### config.mk
export PLATFORM = sky130hd
export DESIGN_NAME = data_mem_ctl
export DESIGN_NICKNAME = d
export VERILOG_FILES = /design/src/rtl/data_mem_ctl.sv
export SDC_FILE = /design/constraint.sdc
export NUM_CORES = 2
export LEC_CHECK = 0
export BUFFER_PORTS_ARGS = -buffer_cell sky130_fd_sc_hd__buf_2
export CAP_MARGIN = 20
export CORE_MARGIN = 8
export CORE_UTILIZATION = 63
export DETAILED_ROUTE_END_ITERATION = 12
export PLACE_DENSITY = 0.79
export SYNTH_ARGS = -nofsm -noshare
export SYNTH_HDL_FRONTEND = slang
export SYNTH_SLANG_ARGS = --single-unit
export TNS_END_PERCENT = 100
### constraint.sdc
create_clock -name CLK -period 6.7 [get_ports CLK]
set_clock_uncertainty 0.2 [all_clocks]
set_input_delay 0.67 -clock CLK [delete_from_list [all_inputs] [get_ports CLK]]
set_output_delay 0.67 -clock CLK [all_outputs]
set_load 0.02 [all_outputs]
### src/rtl/data_mem_ctl.sv
// data_mem_ctl: parametrised data memory with a synchronous write port, a
// registered read port and a hardware clear sweep.
//
// Parameters
//   DW    data word width
//   AW    address width
//   DEPTH number of words (1..2**AW)
//   CNTW  access counter width
//
// Ports
//   CLK          sole clock, rising edge
//   reset        asynchronous active-low reset; restarts the clear sweep
//   Clear        request a full clear sweep (honoured only when idle)
//   DataAddress  word address for read/write
//   ReadMem      read request
//   WriteMem     write request
//   DataIn       write data
//   DataOut      registered read data, holds between reads
//   DataValid    one-cycle strobe: DataOut carries a new read result
//   Busy         clear sweep in progress, requests are ignored
//   AddrErr      one-cycle strobe: last accepted access was out of range
//   ReadCount    accepted reads, saturating
//   WriteCount   accepted writes, saturating
module data_mem_ctl #(
    parameter int DW    = 8,
    parameter int AW    = 8,
    parameter int DEPTH = 256,
    parameter int CNTW  = 16
) (
    input  logic            CLK,
    input  logic            reset,
    input  logic            Clear,
    input  logic [AW-1:0]   DataAddress,
    input  logic            ReadMem,
    input  logic            WriteMem,
    input  logic [DW-1:0]   DataIn,
    output logic [DW-1:0]   DataOut,
    output logic            DataValid,
    output logic            Busy,
    output logic            AddrErr,
    output logic [CNTW-1:0] ReadCount,
    output logic [CNTW-1:0] WriteCount
);

    typedef enum logic {
        SWEEP = 1'b0,
        IDLE  = 1'b1
    } state_t;

    localparam logic [AW-1:0] LAST      = AW'(DEPTH - 1);
    // One extra bit so that DEPTH == 2**AW is representable.
    localparam logic [AW:0]   DEPTH_EXT = (AW + 1)'(DEPTH);

    state_t        state, state_next;
    logic [AW-1:0] ptr, ptr_next;

    logic [DW-1:0] core [DEPTH];

    logic          in_range;
    logic          mem_we;
    logic [AW-1:0] mem_addr;
    logic [DW-1:0] mem_wdata;
    logic          rd_do;
    logic          wr_do;
    logic          clr_do;
    logic [DW-1:0] rd_data;

    function automatic logic [CNTW-1:0] sat_inc(input logic [CNTW-1:0] c);
        return (&c) ? c : c + CNTW'(1);
    endfunction

    // Request decode: sweep owns the write port; otherwise the idle
    // priority is Clear, then the read/write access.
    always_comb begin
        state_next = state;
        ptr_next   = ptr;
        mem_we     = 1'b0;
        mem_addr   = ptr;
        mem_wdata  = '0;
        rd_do      = 1'b0;
        wr_do      = 1'b0;
        clr_do     = 1'b0;
        rd_data    = '0;
        in_range   = ({1'b0, DataAddress} < DEPTH_EXT);

        case (state)
            SWEEP: begin
                mem_we = 1'b1;
                if (ptr == LAST) begin
                    state_next = IDLE;
                    ptr_next   = '0;
                end else begin
                    ptr_next = ptr + AW'(1);
                end
            end
            IDLE: begin
                if (Clear) begin
                    clr_do     = 1'b1;
                    state_next = SWEEP;
                    ptr_next   = '0;
                end else begin
                    rd_do = ReadMem;
                    wr_do = WriteMem;
                    if (WriteMem && in_range) begin
                        mem_we    = 1'b1;
                        mem_addr  = DataAddress;
                        mem_wdata = DataIn;
                    end
                    // Write-first: a same-cycle write is forwarded to the read.
                    // Out-of-range reads return zero.
                    if (in_range) begin
                        rd_data = WriteMem ? DataIn : core[DataAddress];
                    end
                end
            end
            default: begin
                state_next = SWEEP;
                ptr_next   = '0;
            end
        endcase
    end

    // Stage boundary: array write port (the array is not reset; the sweep
    // that follows every reset clears it).
    always_ff @(posedge CLK) begin
        if (mem_we) begin
            core[mem_addr] <= mem_wdata;
        end
    end

    always_ff @(posedge CLK or negedge reset) begin
        if (!reset) begin
            state <= SWEEP;
            ptr   <= '0;
        end else begin
            state <= state_next;
            ptr   <= ptr_next;
        end
    end

    // Stage boundary: registered read response, strobes and counters.
    always_ff @(posedge CLK or negedge reset) begin
        if (!reset) begin
            DataOut    <= '0;
            DataValid  <= 1'b0;
            AddrErr    <= 1'b0;
            ReadCount  <= '0;
            WriteCount <= '0;
        end else begin
            DataValid <= rd_do;
            AddrErr   <= (rd_do || wr_do) && !in_range;
            if (rd_do) begin
                DataOut <= rd_data;
            end
            if (clr_do) begin
                ReadCount  <= '0;
                WriteCount <= '0;
            end else begin
                if (rd_do) begin
                    ReadCount <= sat_inc(ReadCount);
                end
                if (wr_do) begin
                    WriteCount <= sat_inc(WriteCount);
                end
            end
        end
    end

    // Derived from the state register only; no path from the inputs.
    assign Busy = (state == SWEEP);

endmodule
After elaboration in Yosys (flattened, before gate mapping) --
Memory sizes are Yosys's and may differ from the RTL's. A register that Yosys moved wholly into a read port is not among the register bits. Cells that the tools add are included.
Word-level totals: flip-flop bits (word level) 42, output and inout port bits 43, memories kept 1, input port bits 21, memory bits (writable) 2048
Operators by class: reduce and logical (&&, ||, !) cells 7, multiplexer cells 29, add/sub/neg operators 3, bitwise operators 1, equality and inequality tests 4
Memory list:
- core | words 256, width 8, rd ports 1, clocked after memory_dff 1, write ports 1, RTL line 57 | logic [DW-1:0] core [DEPTH];
Operators by type and width (number):
- 16-bit 2-to-1 mux | 6
- 8-bit 2-to-1 mux | 8
- 16-bit by 1-bit adder with 16-bit output (second input constant) | 2
- 16-bit AND reduction | 2
- 8-bit one-hot mux with 2 select lines | 1
- 1-bit 2-to-1 mux | 12
- 8-bit by 1-bit adder with 8-bit output (second input constant) | 1
- 8-bit == test (second input constant) | 1
- 2-bit != test (second input constant) | 3
- 1-bit one-hot mux with 2 select lines | 2
- 2-bit AND reduction | 2
- 2-bit nonzero test | 2
- 1-bit zero test | 1
- 1-bit inverter | 1

Longest topological paths before layout --
depth in word-level cells 5, depth in mapped cells 11

Worst setup path before layout --
Ideal clock, no wire load.
path kind in2reg, from input port WriteMem, to memory core[0][1] (data pin), library setup time 0.872 ns, stages on the path 4, path slack 1.116 ns, data required time 5.628 ns, data arrival time 4.512 ns, path buffers 1, cell sequence inv_1 -> nor3_1 -> clkbuf_1 -> and2_1
On the way: cells in the longest elaborated chain, start to end 3
RTL lines:
- start: declaration | RTL line 35 | input logic WriteMem,
- 8-bit 2-to-1 mux | RTL line 104 | if (WriteMem && in_range) begin
- 8-bit 2-to-1 mux | RTL line 97 | if (Clear) begin
- 8-bit 2-to-1 mux | RTL line 86 | case (state)
- named net mem_wdata[1] | RTL line 62 | logic [DW-1:0] mem_wdata;
- end: declaration | RTL line 57
The timed path passes the listed nets, and every way through them passes these cells.

Final worst setup path --
from register state, to memory core[198][5], enable pin
On the way: cells in the longest elaborated chain, start to end 4, elaborated cells on any way between the ends 5, those cells by class mux (4); bitwise (1)
RTL lines:
- start: declaration | RTL line 54 | state_t state, state_next;
- start signal: assignment | RTL line 136 | state <= state_next;
- 1-bit inverter
- 1-bit one-hot mux with 2 select lines | RTL line 86
- 1-bit 2-to-1 mux | RTL line 126 | if (mem_we) begin
- 1-bit 2-to-1 mux (not written as such) | RTL line 127 | core[mem_addr] <= mem_wdata;
Parallel ways exist; a longest one is shown, timed or not.

==> metrics.md <==
| Metric | Value |
|---|---|
| Pwr/cell area | 305 nW/um^2 |
| Main combinational cell family by area after synthesis | multiplexers |
| Site Rows | 133 |
| Grt peak-use layer | met2 |
| Fin. max-slew vios | 0 |
| Num CTS Buffers | 196 |
| Setup slack after layout | 1.84 ns |
| Drt drc | 0 |
| Post-detailed-route via-to-cell ratio | 7.05 |
| Vias post-DR | 42,900 |
| Crit end category | register |
| Hold crit path type | in2reg |
| CP max-delay cell | nor2_1 |
| Gr usage total | 28.9% |
| Relative slew slack | 5.90% |
| Largest net degree at the start of global routing | 206 |
| # port buffers | 62 |
| Power Total | 27.6 mW |
| Hold endpoint | core[136][1] |
| Mean Syn Cell Area | 20.3 sq um |
| Max VDD drop | 249 uV |
| Least-Margin Pin Slew | 1.41 ns |
| CTS Root Cell | clkbuf_16 |
| Final hold vios | 0 |
| Vias in the first global route | 42,300 |
| Synth Instances | 4,082 |
| Critical path class | reg2reg |
| RSZ-0062 raised after global routing | false |
| Post-CTS Setup Bufs | 0 |
| Ys flop type | edfxtp_1 |
| Outcome | finished clean |
| Synth warnings | 0 |
| Worst R2R Start | state |
| Count of placed standard cells including taps | 5,714 |
| DR iter-0 viols | 6,956 |
| Drt first pass iters | 6 |
| End of the worst register-to-register path | core[198][5] |
| Pre-CTS setup slack | 1.75 ns |
| Final setup vio count | 0 |
| Initial core utilization | 63.2% |
| WP data required | 6.93 ns |
| Largest stage delay, worst path | 0.98 ns |
| XOR/XNOR share of the synthesized area | 0.307% |
| Placer congestion estimate | 0.910 |
| CTS tree | done |
| Critical path startpoint category | register |
| IO Count | 64 |
| Deepest clock path buffer count | 3 |
| CTS Sinks | 2,098 |
| Critical-path cell list | inv_2 -> or3_1 -> buf_4 -> o21ai_0 -> nand3_1 -> nor2_1 |
| Crit-path max FO | 18 |
| GR Util met1 | 39.0% |
| Max-cap violations | 0 |
| Synth unique cells | 80 |
| Synth-to-Final Area Change | 9.50% |
| Compound-Gate Fraction of Synth Area | 4.23% |
| Clock latency at the later pin of the worst-skew pair | 0.85 ns |
| Flop2flop setup slack | 1.84 ns |
| CTS HTree Levels | 4 |
| CTS-repair resized insts | 0 |
| Final critical-path share of the clock period | 72.5% |
| Overflow after GRT | 0 |
| Cell area after layout | 90,600 sq um |
| Die Ht | 378 um |
| Final Instance Count excl. Fillers | 6,083 |
| Initial antenna violation count | 8 |
| HP Start | DataIn[1] |
| Post-Synth Adder-Cell Area | 0.0454% |
| Utilization after layout | 69.2% |
| Global-route wire length before repair | 298 mm |
| Sequential-to-total area share from yosys stat | 75.8% |
| Floorplan die width | 378 um |
| Met3 Use GR | 7.25% |
| Core area | 131,000 sq um |
| Share of cells above drive strength 1 | 20.3% |
| CP bufs+invs | 2 |
| Routed WL | 208 mm |
| Crit path depth | 6 |
| Remaining antenna violation count | 0 |
| WL/cell | 34.1 um |
| Min Hold Slack | 0.126 ns |
| Post-Synth Simple-Gate Area | 3.23% |
| Synth Register Bits | 2,098 |
| Hold depth | 2 |
| Largest delay contributor family on the critical path | simple AND/OR/NAND/NOR gates |
| Leak Pwr | 29.5 nW |
| Met2 Use GR | 44.5% |
| Worst Path Arrival | 5.09 ns |
| Post-synth EDFFs | 2,048 |
| Post-synth net total | 4,106 |
| Nets | 4,186 |
| Async S/R FF share, synth | 2.38% |
| Setup_tns | 0 ns |
| Mapped cell area | 82,800 sq um |
| Post-place instance area | 84,300 sq um |
| Die area | 143,000 sq um |
| Min Tclk post-route | 4.86 ns |
| Multiplexer area fraction after synthesis | 14.2% |
| Placed wire-length estimate | 121 mm |
| FF-to-FF path depth | 6 |
| Reg clk slew, reported paths | 0.07 ns |
| Fmax | 0.206 GHz |
| Setup crit start | state |
-- where the power goes --
| group | switching (mW) | internal (mW) |
|---|---|---|
| clock network | 4.83 | 6.04 |
| registers | 0.180 | 14.5 |
| logic | 1.48 | 0.585 |
-- worst max-delay path by stage --
stage / end
final: core[198][5]
after global routing: core[198][5]
after CTS: core[198][5]
after detailed placement: core[198][5]
after global placement: core[206][2]
after floorplan: core[0][1]
-- Yosys cell counts (all sizes together) (8+ instances only) --
| cell | n | area [sq um] |
|---|---|---|
| mux2i | 194 | 1940 |
| a22oi | 154 | 1160 |
| nand2 | 79 | 297 |
| and3 | 13 | 81.3 |
| xor2 | 22 | 193 |
| dfrtp | 50 | 1250 |
| nand4 | 12 | 75.1 |
| nand3b | 9 | 67.6 |
| o21ai | 56 | 295 |
| o221ai | 15 | 131 |
| buf | 176 | 1460 |
| nor2b | 22 | 138 |
| and2 | 15 | 93.8 |
| mux2 | 8 | 90.1 |
| a22o | 40 | 350 |
| nand2b | 17 | 106 |
| a2111oi | 9 | 148 |
| a211oi | 26 | 200 |
| a21oi | 67 | 335 |
| nor2 | 302 | 1140 |
| clkbuf | 77 | 314 |
| nor4 | 11 | 68.8 |
| mux4 | 427 | 9700 |
| edfxtp | 2048 | 61500 |
| o31ai | 13 | 97.6 |
| nor3 | 19 | 95.1 |
| nand3 | 54 | 270 |
| o211ai | 19 | 143 |
| o22ai | 25 | 156 |
| o22a | 8 | 70.1 |
-- routing by layer --
metal | part of all wire (%) | up-vias
met4 | 5.8 | 4
met5 | 0.015 | -
met1 | 35 | 22000
met3 | 13 | 609
li1 | - | 17100
met2 | 47 | 3250
-- cell usage in the layout, fill, tap and decap left out, types with 15 or more instances in the layout --
cell type	netlist	layout
nor3_1	19	18
buf_12	10	15
a21oi_1	67	67
a211oi_1	25	25
mux4_2	404	404
clkbuf_1	72	29
clkinv_1	0	42
buf_4	37	54
buf_2	72	58
a22o_1	40	40
nand2_1	79	79
nor2b_1	22	17
o21ai_0	40	40
clkbuf_16	0	200
o22ai_1	25	25
xor2_1	22	22
bufinv_16	0	15
mux2i_1	194	194
dfrtp_1	50	50
nor2_1	300	299
nand2b_1	17	17
a22oi_1	154	154
edfxtp_1	2048	2048
mux4_1	23	23
o211ai_1	19	19
nand3_1	54	54
o221ai_1	15	15
clkinv_2	0	47
-- logic make-up (layout without fill, tap and decap cells) --
logic type / count (synthesis) / after routing
mux: 629 / 629
flops: 2098 / 2098
buf+inv: 259 / 500
xor+xnor: 29 / 29
simple gates: 582 / 582
fa+ha+maj: 3 / 3
other cells: 1 / 6
compound gates: 481 / 481
-- repair_timing --
action,CTS,global route
hold endpoints to repair,50,0
endpoints found under the setup margin,0,0
hold buffers,1,0
-- area by class of cell --
cell class	count	area, sq um
clock inverters	130	1090
diodes	5	12.5
clock buffers	229	5110
flip-flops and latches	2098	62800
fillers	7613	40300
inverters	5	18.8
multi-input cells	1725	18300
repair buffers	136	1170
well taps	1755	2200
-- sequential cells by signal, summed over array words and instances (netlist names) --
register / cells
ReadCount: 16
core: 2048
WriteCount: 16
ptr: 8
state: 1
DataValid: 1
DataOut: 8
Power figures use the tool's default switching activity.
